--- src/rtl/lcd_capture.sv ---
// Pixel-stream capture for the 160x144 LCD: recovers x/y from idle gaps in the
// strobe stream, writes each pixel to an external frame RAM and clears it on LCD off.
module lcd_capture #(
    parameter int         WIDTH     = 160,
    parameter int         HEIGHT    = 144,
    parameter int         HGAP      = 64,
    parameter int         VGAP      = 1024,
    parameter logic [1:0] CLEAR_VAL = 2'b00
) (
    input  logic        clk,
    input  logic        reset,
    input  logic        lcd_on,
    input  logic        lcd_clkena,
    input  logic [1:0]  lcd_data,
    output logic        fb_we,
    output logic [14:0] fb_addr,
    output logic [1:0]  fb_data,
    output logic        frame_done,
    output logic        busy,
    output logic [7:0]  cur_line,
    output logic        sync_err,
    output logic [1:0]  dbg_state
);

    localparam logic [14:0] LAST_ADDR = 15'(WIDTH * HEIGHT - 1);
    localparam logic [14:0] WIDTH_C   = 15'(WIDTH);
    localparam logic [10:0] VGAP_C    = 11'(VGAP);
    localparam logic [10:0] HGAP_C    = 11'(HGAP);
    localparam logic [7:0]  X_LAST    = 8'(WIDTH - 1);
    localparam logic [7:0]  Y_LAST    = 8'(HEIGHT - 1);

    typedef enum logic [1:0] {
        SYNC   = 2'd0,
        ACTIVE = 2'd1,
        CLEAR  = 2'd2
    } state_t;

    state_t      state, state_nx;
    logic [10:0] idle, idle_nx;
    logic [7:0]  x, x_nx, y, y_nx;
    logic [14:0] line_base, base_nx;
    logic [14:0] clr_addr, clr_nx;
    logic        on_q, fall;
    logic        we_nx, done_nx, busy_nx, err_set, write_px;
    logic [14:0] addr_nx, wbase;
    logic [1:0]  data_nx;
    logic [7:0]  wx, wy;

    assign dbg_state = state;

    // fb_we is a one-cycle write strobe with no back-pressure: the RAM must
    // accept fb_addr/fb_data on every cycle fb_we is high.
    always_comb begin
        fall     = on_q & ~lcd_on;
        state_nx = state;
        idle_nx  = lcd_clkena ? 11'd0 : ((idle >= VGAP_C) ? VGAP_C : idle + 11'd1);
        x_nx     = x;
        y_nx     = y;
        base_nx  = line_base;
        clr_nx   = clr_addr;
        we_nx    = 1'b0;
        addr_nx  = fb_addr;
        data_nx  = fb_data;
        done_nx  = 1'b0;
        busy_nx  = 1'b0;
        err_set  = 1'b0;
        write_px = 1'b0;
        wx       = x;
        wy       = y;
        wbase    = line_base;

        if (fall) begin
            state_nx = CLEAR;
            clr_nx   = 15'd0;
            busy_nx  = (state == CLEAR);
        end else begin
            case (state)
                SYNC: begin
                    if (lcd_clkena && lcd_on && idle >= VGAP_C) begin
                        write_px = 1'b1;
                        wx       = 8'd0;
                        wy       = 8'd0;
                        wbase    = 15'd0;
                        state_nx = ACTIVE;
                    end
                end
                ACTIVE: begin
                    if (lcd_clkena && lcd_on) begin
                        write_px = 1'b1;
                        if (idle >= VGAP_C) begin
                            err_set = (x != 8'd0) || (y != 8'd0);
                            wx      = 8'd0;
                            wy      = 8'd0;
                            wbase   = 15'd0;
                        end else if (idle >= HGAP_C && x != 8'd0) begin
                            // Truncated line: skip to the start of the next one.
                            err_set = 1'b1;
                            wx      = 8'd0;
                            if (y == Y_LAST) begin
                                wy    = 8'd0;
                                wbase = 15'd0;
                            end else begin
                                wy    = y + 8'd1;
                                wbase = line_base + WIDTH_C;
                            end
                        end else if (x == 8'd0 && y == 8'd0) begin
                            err_set = 1'b1;
                        end
                    end
                end
                CLEAR: begin
                    we_nx   = 1'b1;
                    addr_nx = clr_addr;
                    data_nx = CLEAR_VAL;
                    busy_nx = 1'b1;
                    clr_nx  = clr_addr + 15'd1;
                    if (clr_addr == LAST_ADDR) begin
                        state_nx = SYNC;
                        idle_nx  = VGAP_C;
                        x_nx     = 8'd0;
                        y_nx     = 8'd0;
                        base_nx  = 15'd0;
                        clr_nx   = 15'd0;
                    end
                end
                default: state_nx = SYNC;
            endcase
        end

        if (write_px) begin
            we_nx   = 1'b1;
            addr_nx = wbase + {7'd0, wx};
            data_nx = lcd_data;
            if (wx == X_LAST) begin
                x_nx = 8'd0;
                if (wy == Y_LAST) begin
                    y_nx    = 8'd0;
                    base_nx = 15'd0;
                    done_nx = 1'b1;
                end else begin
                    y_nx    = wy + 8'd1;
                    base_nx = wbase + WIDTH_C;
                end
            end else begin
                x_nx    = wx + 8'd1;
                y_nx    = wy;
                base_nx = wbase;
            end
        end
    end

    always_ff @(posedge clk) begin
        if (reset) state <= SYNC;
        else       state <= state_nx;
    end

    always_ff @(posedge clk) begin
        if (reset) begin
            idle       <= VGAP_C;
            x          <= 8'd0;
            y          <= 8'd0;
            line_base  <= 15'd0;
            clr_addr   <= 15'd0;
            on_q       <= 1'b0;
            fb_we      <= 1'b0;
            fb_addr    <= 15'd0;
            fb_data    <= 2'd0;
            frame_done <= 1'b0;
            busy       <= 1'b0;
            cur_line   <= 8'd0;
            sync_err   <= 1'b0;
        end else begin
            idle       <= idle_nx;
            x          <= x_nx;
            y          <= y_nx;
            line_base  <= base_nx;
            clr_addr   <= clr_nx;
            on_q       <= lcd_on;
            fb_we      <= we_nx;
            fb_addr    <= addr_nx;
            fb_data    <= data_nx;
            frame_done <= done_nx;
            busy       <= busy_nx;
            cur_line   <= y;
            if (err_set) sync_err <= 1'b1;
        end
    end

endmodule

--- config.mk ---
export PLATFORM = sky130hd
export DESIGN_NAME = lcd_capture
export DESIGN_NICKNAME = d
export VERILOG_FILES = /design/src/rtl/lcd_capture.sv
export SDC_FILE = /design/constraint.sdc
export NUM_CORES = 1
export LEC_CHECK = 0
export BUFFER_PORTS_ARGS = -buffer_cell sky130_fd_sc_hd__buf_2
export CAP_MARGIN = 0
export CORE_MARGIN = 2
export CORE_UTILIZATION = 45
export CTS_CLUSTER_DIAMETER = 120
export DETAILED_ROUTE_END_ITERATION = 16
export PLACE_DENSITY = 0.64
export SYNTH_ARGS = -nofsm -noshare
export SYNTH_HDL_FRONTEND = slang
export SYNTH_SLANG_ARGS = --single-unit
--- constraint.sdc ---
create_clock -name clk -period 6.2 [get_ports clk]
set_input_delay 0 -clock clk [delete_from_list [all_inputs] [get_ports clk]]
set_output_delay 0 -clock clk [all_outputs]
set_load 0.05 [all_outputs]
* Yosys cells after proc, flatten, opt, wreduce, memory -nomap -nowiden
Index checks and enable logic that the tools add are counted.
** Storage, ports and cells
- Bits of input ports :: 6
- Register bits :: 89
- Output and inout bits :: 31
- Logic and storage cells :: 125
** Cells by class
- Add/subtract/negate cells :: 8
- Eq/ne operators :: 12
- Bitwise logic cells :: 5
- Muxes and demuxes :: 65
- $lt $le $gt $ge :: 2
- Reductions and logical operators :: 18
** Operators by type and width (count)
- $mux 15 :: 16
- $mux 8 :: 19
- $mux 11 :: 5
- $pmux 8 s2 :: 2
- $add 15x8->15 const B :: 2
- $pmux 15 s2 :: 1
- $add 8x1->8 const B :: 3
- $eq 8x8->1 const B :: 3
- $logic_not 8->1 :: 2
- $reduce_bool 8->1 :: 2
- $add 15x1->15 const B :: 1
- $add 15x8->15 :: 1
- $eq 15x15->1 const B :: 1
- $mux 1 :: 14
- $mux 2 :: 6
- $add 11x1->11 const B :: 1
- $ge 11x11->1 const B :: 1
- $ge 11x7->1 const B :: 1
- $reduce_and 3->1 :: 3
- $pmux 2 s3 :: 1
- $logic_and 1x1->1 :: 4
- $ne 2x1->1 const B :: 2
- $ne 2x2->1 const B :: 2
- $not 1->1 :: 4
- 12 further kinds :: 13

* Longest topological paths before layout
- Word-level depth :: 11
- Depth in mapped cells :: 16
- Gate-level depth less buffers :: 13

* Worst setup path before layout
Ideal clock, no wire load.
- Kind :: reg2reg
- Start :: reg x[1]
- End :: reg fb_addr[8]
- Setup slack :: 2223 ps
- Library setup time :: 103 ps
- Stages on the path, launching flop included :: 16
- Required time :: 6097 ps
- Arrival :: 3874 ps
- Path buffers :: 4
- Period minus slack after synthesis :: 3977 ps
- Cell sequence :: dfxtp_1 buf_6 or4_1 buf_4 o211a_4 o31ai_4 buf_4 clkbuf_1 and2_1 ha_1 or2_2 a21oi_1 nor4_1 o41ai_2 nor3_1 a2111oi_2
** Between the ends
- Word-level cells in the longest chain between the ends :: 9
- Elaborated cells between the ends (all ways) :: 15
- Those cells by class :: add/sub: 1; mux: 12; reduce/logical: 2
** Ends and longest elaborated chain
- start, declared :: line 40 : logic [7:0] x, x_nx, y, y_nx;
- start signal, assigned :: line 174 : x <= x_nx;
- $reduce_bool 8->1 :: line 95 : end else if (idle >= HGAP_C && x != 8'd0) begin
- $logic_and 1x1->1 :: line 95
- $mux 15 / $mux 8 (equally long branches) :: line 95
- $mux 15 / $mux 8 (equally long branches) :: line 90 : if (idle >= VGAP_C) begin
- $mux 15 / $mux 8 (equally long branches) :: line 88 : if (lcd_clkena && lcd_on) begin
- $pmux 15 s2 / $pmux 8 s2 (equally long branches) :: line 77 : case (state)
- $mux 15 / $mux 8 (equally long branches) :: line 72 : if (fall) begin
- $add 15x8->15 * :: line 132 : addr_nx = wbase + {7'd0, wx};
- $mux 15 * :: line 130 : if (write_px) begin
- end signal, assigned :: line 180 : fb_addr <= addr_nx;
- end, declared :: line 16 : output logic [14:0] fb_addr,
Mark *: on every way between the ends. The rest lies on a longest branch, timed or not.
A chain may end at the register's enable or synchronous reset.

* Worst setup path in the final report
- Start :: reg x[6]
- End :: reg fb_addr[8]
Same word-level chain as after synthesis.

==> run summary <==
The layout cell share with drive strength beyond 1 is 12.69%. Global routing used between 20% and 30% of the available tracks across all layers. The effective utilization at floorplan is 46.16%. The count of final hold-check violations is 0. In this run, CTS created clock tree buffers numbering 9.

The number of antenna diodes in the final layout is 0. The type of the tightest min-delay check is input port to register. The relative slew slack came out at 23.81%. The count of warnings emitted by yosys came out at 0. The startpoint identified for the worst hold timing path is reset. The shortest clock period the worst path allows after layout is 4.530 ns. The maximum fanout along the worst path came out at 23. For the pin with the worst max-slew slack, the measured transition is 1.125 ns. The count of nets left with antenna violations after detail routing came out at 0.

The final critical path takes up 73.06% of the cycle. The number of clock sinks came out at 89. After Yosys synthesis, and, or, nand and nor cells account for 28.91% of the synthesized area. Of the total synthesized cell area, the portion taken by XOR and XNOR cells is 7.643%. The global routing's busiest layer is met2.

The TritonCTS clock tree is yes. The detailed router's first-iteration violation count came out at 335. After detailed routing, the total wire length is roughly 14000 um.

The critical path launch point type is a register. After routing the design area is a little under 6000 um^2. The global routing usage on met1 is slightly above 30%. The setup TNS after final layout is 0 ns. The clock tree buffer depth is 2.

The count of maximum capacitance violations is 0. The first detailed-routing pass took 5 iterations. The number of antenna violations at the first check in global routing is 0. The finished layout holds 813 standard cells, fillers aside. Setup repair after global routing left no endpoint under its margin. The share of flip-flops with an asynchronous set or reset after synthesis came out at 0%.

The share of power burned in combinational logic came out at 7.7%. The number of placed instances with taps included is 794. The total congestion overflow after global routing came out at 0. The flip-flop and latch count after synthesis came out at 89. The area of the mapped netlist came out at 5271 um^2.

The clock network fraction of design power came out at 44.6%. In the synthesized netlist, mux cells make up 1.946% of the area. The number of global-route vias before repair is 4544.

The post-placement cell area is 5517 um^2. The placer's final routability congestion estimate came out at 0.8991. The wire-length estimate of the detail-placed layout is roughly 10000 um.

The worst path arrival time is 4.78 ns. The sequential share of the synthesized area came out at between 30 and 40%. The total number of H-tree levels is 3.

The worst setup path is captured at a register. The floorplan step defined a die boundary enclosing 12600 um^2. Sequential cells account for 47.7% of the total power. The critical path starts at x[6]. The number of buffers inserted by post-CTS setup repair came out at 0. Clock skew on the completed layout was measured at 0.006795 ns. Using the TritonRoute via totals, the vias-per-cell ratio works out to 5.973.

The power per cell area came out at 210.4 nW/um^2. The number of max-slew violations in the final report came out at 0. The number of primary I/O pins came out at 37. Static timing analysis puts the maximum clock frequency at approximately 220 MHz.

The floorplan has 39 rows. For this design the static power due to leakage is 0.002282 uW. The mean instance size in the synthesized netlist came out at 8.236 um^2. The placeable core region is approximately 11000 um^2.

Cells fill about half of the core in the end. The largest net degree at the start of global routing is between 50 and 60. For this block, the via count after detailed routing is a little under 5k. The final setup violation count is 0. The analysis attributes to net switching a power of 297.4 uW.

The synthesized instance count came out at 640. The clock latency of the later-clocked register in the worst-skew pair came out at between 0.3 and 0.4 ns. The count of buffers from port buffering came out at 36. The height of the die came out at 112.2 um.

The die is 112.2 um wide. The share of total power consumed by net switching is 24.16%. The internal power contribution came out at 933.8 uW.

The worst flop-to-flop path startpoint is x[6]. The final net count is approximately 690. The worst supply voltage drop on vdd is 151.5 uV. The global-route wire length before repair came out at 22830 um. By area, the combinational part of the netlist is dominated by simple AND/OR/NAND/NOR gates. The fraction of the mapped netlist area in adder cells came out at 3.750%. The fraction of the mapped netlist area in compound gates is 20.65%. The prevailing post-synth register cell is sky130_fd_sc_hd__dfxtp_1.

The endpoint required time on the critical path is 6.45 ns. The count of unresolved DRC violations after routing came out at 0. The library cell used as clock root buffer is sky130_fd_sc_hd__clkbuf_16. When the netlist entered floorplanning its net count stood at 661. The number of fill cells in the layout is about 1.1k.

The flow ran to the end, and the final reports show no timing, DRC or antenna violations. The global-route track usage on met2 came out at 34.34%. After detailed routing, the average wire length per cell comes to about 17 um.

Global routing used 3.618% of the available met3 tracks. The count of unique library cells instantiated by Yosys is 84. The worst setup path is of the register to register kind. Clock-pin slew was measured on the worst setup and hold paths at 0.06 ns. Compared with the post-synthesis result, the final layout area differs by 11.04%. The number of flops mapped to enable cells by yosys is 0.
-- worst max-delay path: stages, from the launching register on --
cell	delay, ns
sky130_fd_sc_hd__dfxtp_1	0.37
sky130_fd_sc_hd__or4_1	0.73
sky130_fd_sc_hd__o211a_4	0.33
sky130_fd_sc_hd__o31ai_4	0.72
sky130_fd_sc_hd__and2_1	0.23
sky130_fd_sc_hd__ha_1	0.25
sky130_fd_sc_hd__or2_2	0.31
sky130_fd_sc_hd__a21oi_1	0.20
sky130_fd_sc_hd__nor4_1	0.09
sky130_fd_sc_hd__o41ai_2	0.71
sky130_fd_sc_hd__nor3_1	0.12
sky130_fd_sc_hd__a2111oi_2	0.36
-- per-stage QoR --
step           hold slack [ns]  power [uW]  setup slack [ns]
2_1_floorplan           0.1120       666.2             2.223
3_3_place_gp            0.2459       690.2             1.837
3_5_place_dp            0.2561       691.4             1.738
4_1_cts                 0.2249        1241             1.732
5_1_grt                 0.2694        1270             1.324
6_report                0.2358        1231             1.670
-- final timing paths --
path                 to  slack (ns)  depth (start not counted)
max reg2reg  fb_addr[8]        1.67                         11
min reg2reg    sync_err        0.47                          2
min            sync_err        0.24                          3
max          fb_addr[8]        1.67                         11
-- what timing repair did --
action	4_1_cts	5_1_grt
gates resized for setup	0	0
hold buffers	4	0
endpoints found under the hold margin	4	0
-- power by group through the flow --
stage | Sequential [uW] | Clock [uW] | Combinational [uW]
global route | 587 | 580 | 103
global placement | 599 | 0 | 90.9
CTS | 587 | 560 | 94.0
floorplan | 613 | 0 | 52.8
finish | 587 | 550 | 94.6
detailed placement | 599 | 0 | 92.0
-- logic make-up (layout without fill, tap and decap cells) --
family                     count (synthesis)  after routing
muxes                                     10             10
AOI/OAI and AO/OA                        146            146
DFF                                       89             89
buffers and inverters                     37             67
and+or+nand+nor                          296            296
xor gates and xnor gates                  46             46
adders and majority gates                 16             16
-- layer usage --
| metal | wire [um] | part of all wire [%] |
|---|---|---|
| met5 | 0 | 0 |
| met4 | 323 | 2.3 |
| met3 | 834 | 6.1 |
| met2 | 6225 | 45 |
| met1 | 6375 | 46 |
-- area by class of cell --
cell class / instances / area [um^2] / area share, %
clock buffers: 12 / 256.5 / 4.382
multi-input cells: 514 / 3316 / 56.65
repair buffers: 44 / 250.2 / 4.275
flip-flops and latches: 89 / 1782 / 30.44
clock inverters: 3 / 40.04 / 0.6841
well taps: 143 / 178.9 / 3.057
inverters: 8 / 30.03 / 0.5130
-- synth_stat cells, types with 16 or more instances --
master	number	share of area, %
sky130_fd_sc_hd__dfxtp_1	89	34
sky130_fd_sc_hd__nand2_1	79	5.6
sky130_fd_sc_hd__nor2_1	70	5.0
sky130_fd_sc_hd__a21oi_1	26	2.5
sky130_fd_sc_hd__xor2_1	24	4.0
sky130_fd_sc_hd__xnor2_1	22	3.7
sky130_fd_sc_hd__clkbuf_1	20	1.4
sky130_fd_sc_hd__nand3_1	20	1.9
sky130_fd_sc_hd__and3_1	18	2.1
sky130_fd_sc_hd__nor3_1	17	1.6
sky130_fd_sc_hd__o21ai_0	16	1.5
-- registers in the layout (all words and copies together), names as in the netlist --
name	count
y	8
sync_err	1
x	8
fb_we	1
fb_addr	15
fb_data	2
busy	1
line_base	15
cur_line	8
idle	11
on_q	1
clr_addr	15
dbg_state	2
frame_done	1
-- placed cells by master, fill, tap and decap left out, types with 8 or more instances in the layout --
master                       n
sky130_fd_sc_hd__a31oi_1    15
sky130_fd_sc_hd__o21ai_0    16
sky130_fd_sc_hd__and2_1     15
sky130_fd_sc_hd__mux2i_1     8
sky130_fd_sc_hd__clkbuf_16   9
sky130_fd_sc_hd__xnor2_1    22
sky130_fd_sc_hd__dfxtp_1    89
sky130_fd_sc_hd__nand4_1    11
sky130_fd_sc_hd__a21oi_1    26
sky130_fd_sc_hd__o21ai_1    12
sky130_fd_sc_hd__inv_1       8
sky130_fd_sc_hd__and3_1     18
sky130_fd_sc_hd__nand2_1    79
sky130_fd_sc_hd__xor2_1     24
sky130_fd_sc_hd__buf_2      36
sky130_fd_sc_hd__ha_1       15
sky130_fd_sc_hd__nor2_1     70
sky130_fd_sc_hd__nand3_1    20
sky130_fd_sc_hd__nor2b_1    13
sky130_fd_sc_hd__nor3_1     17
No activity file was read; power rests on OpenSTA's default activity.
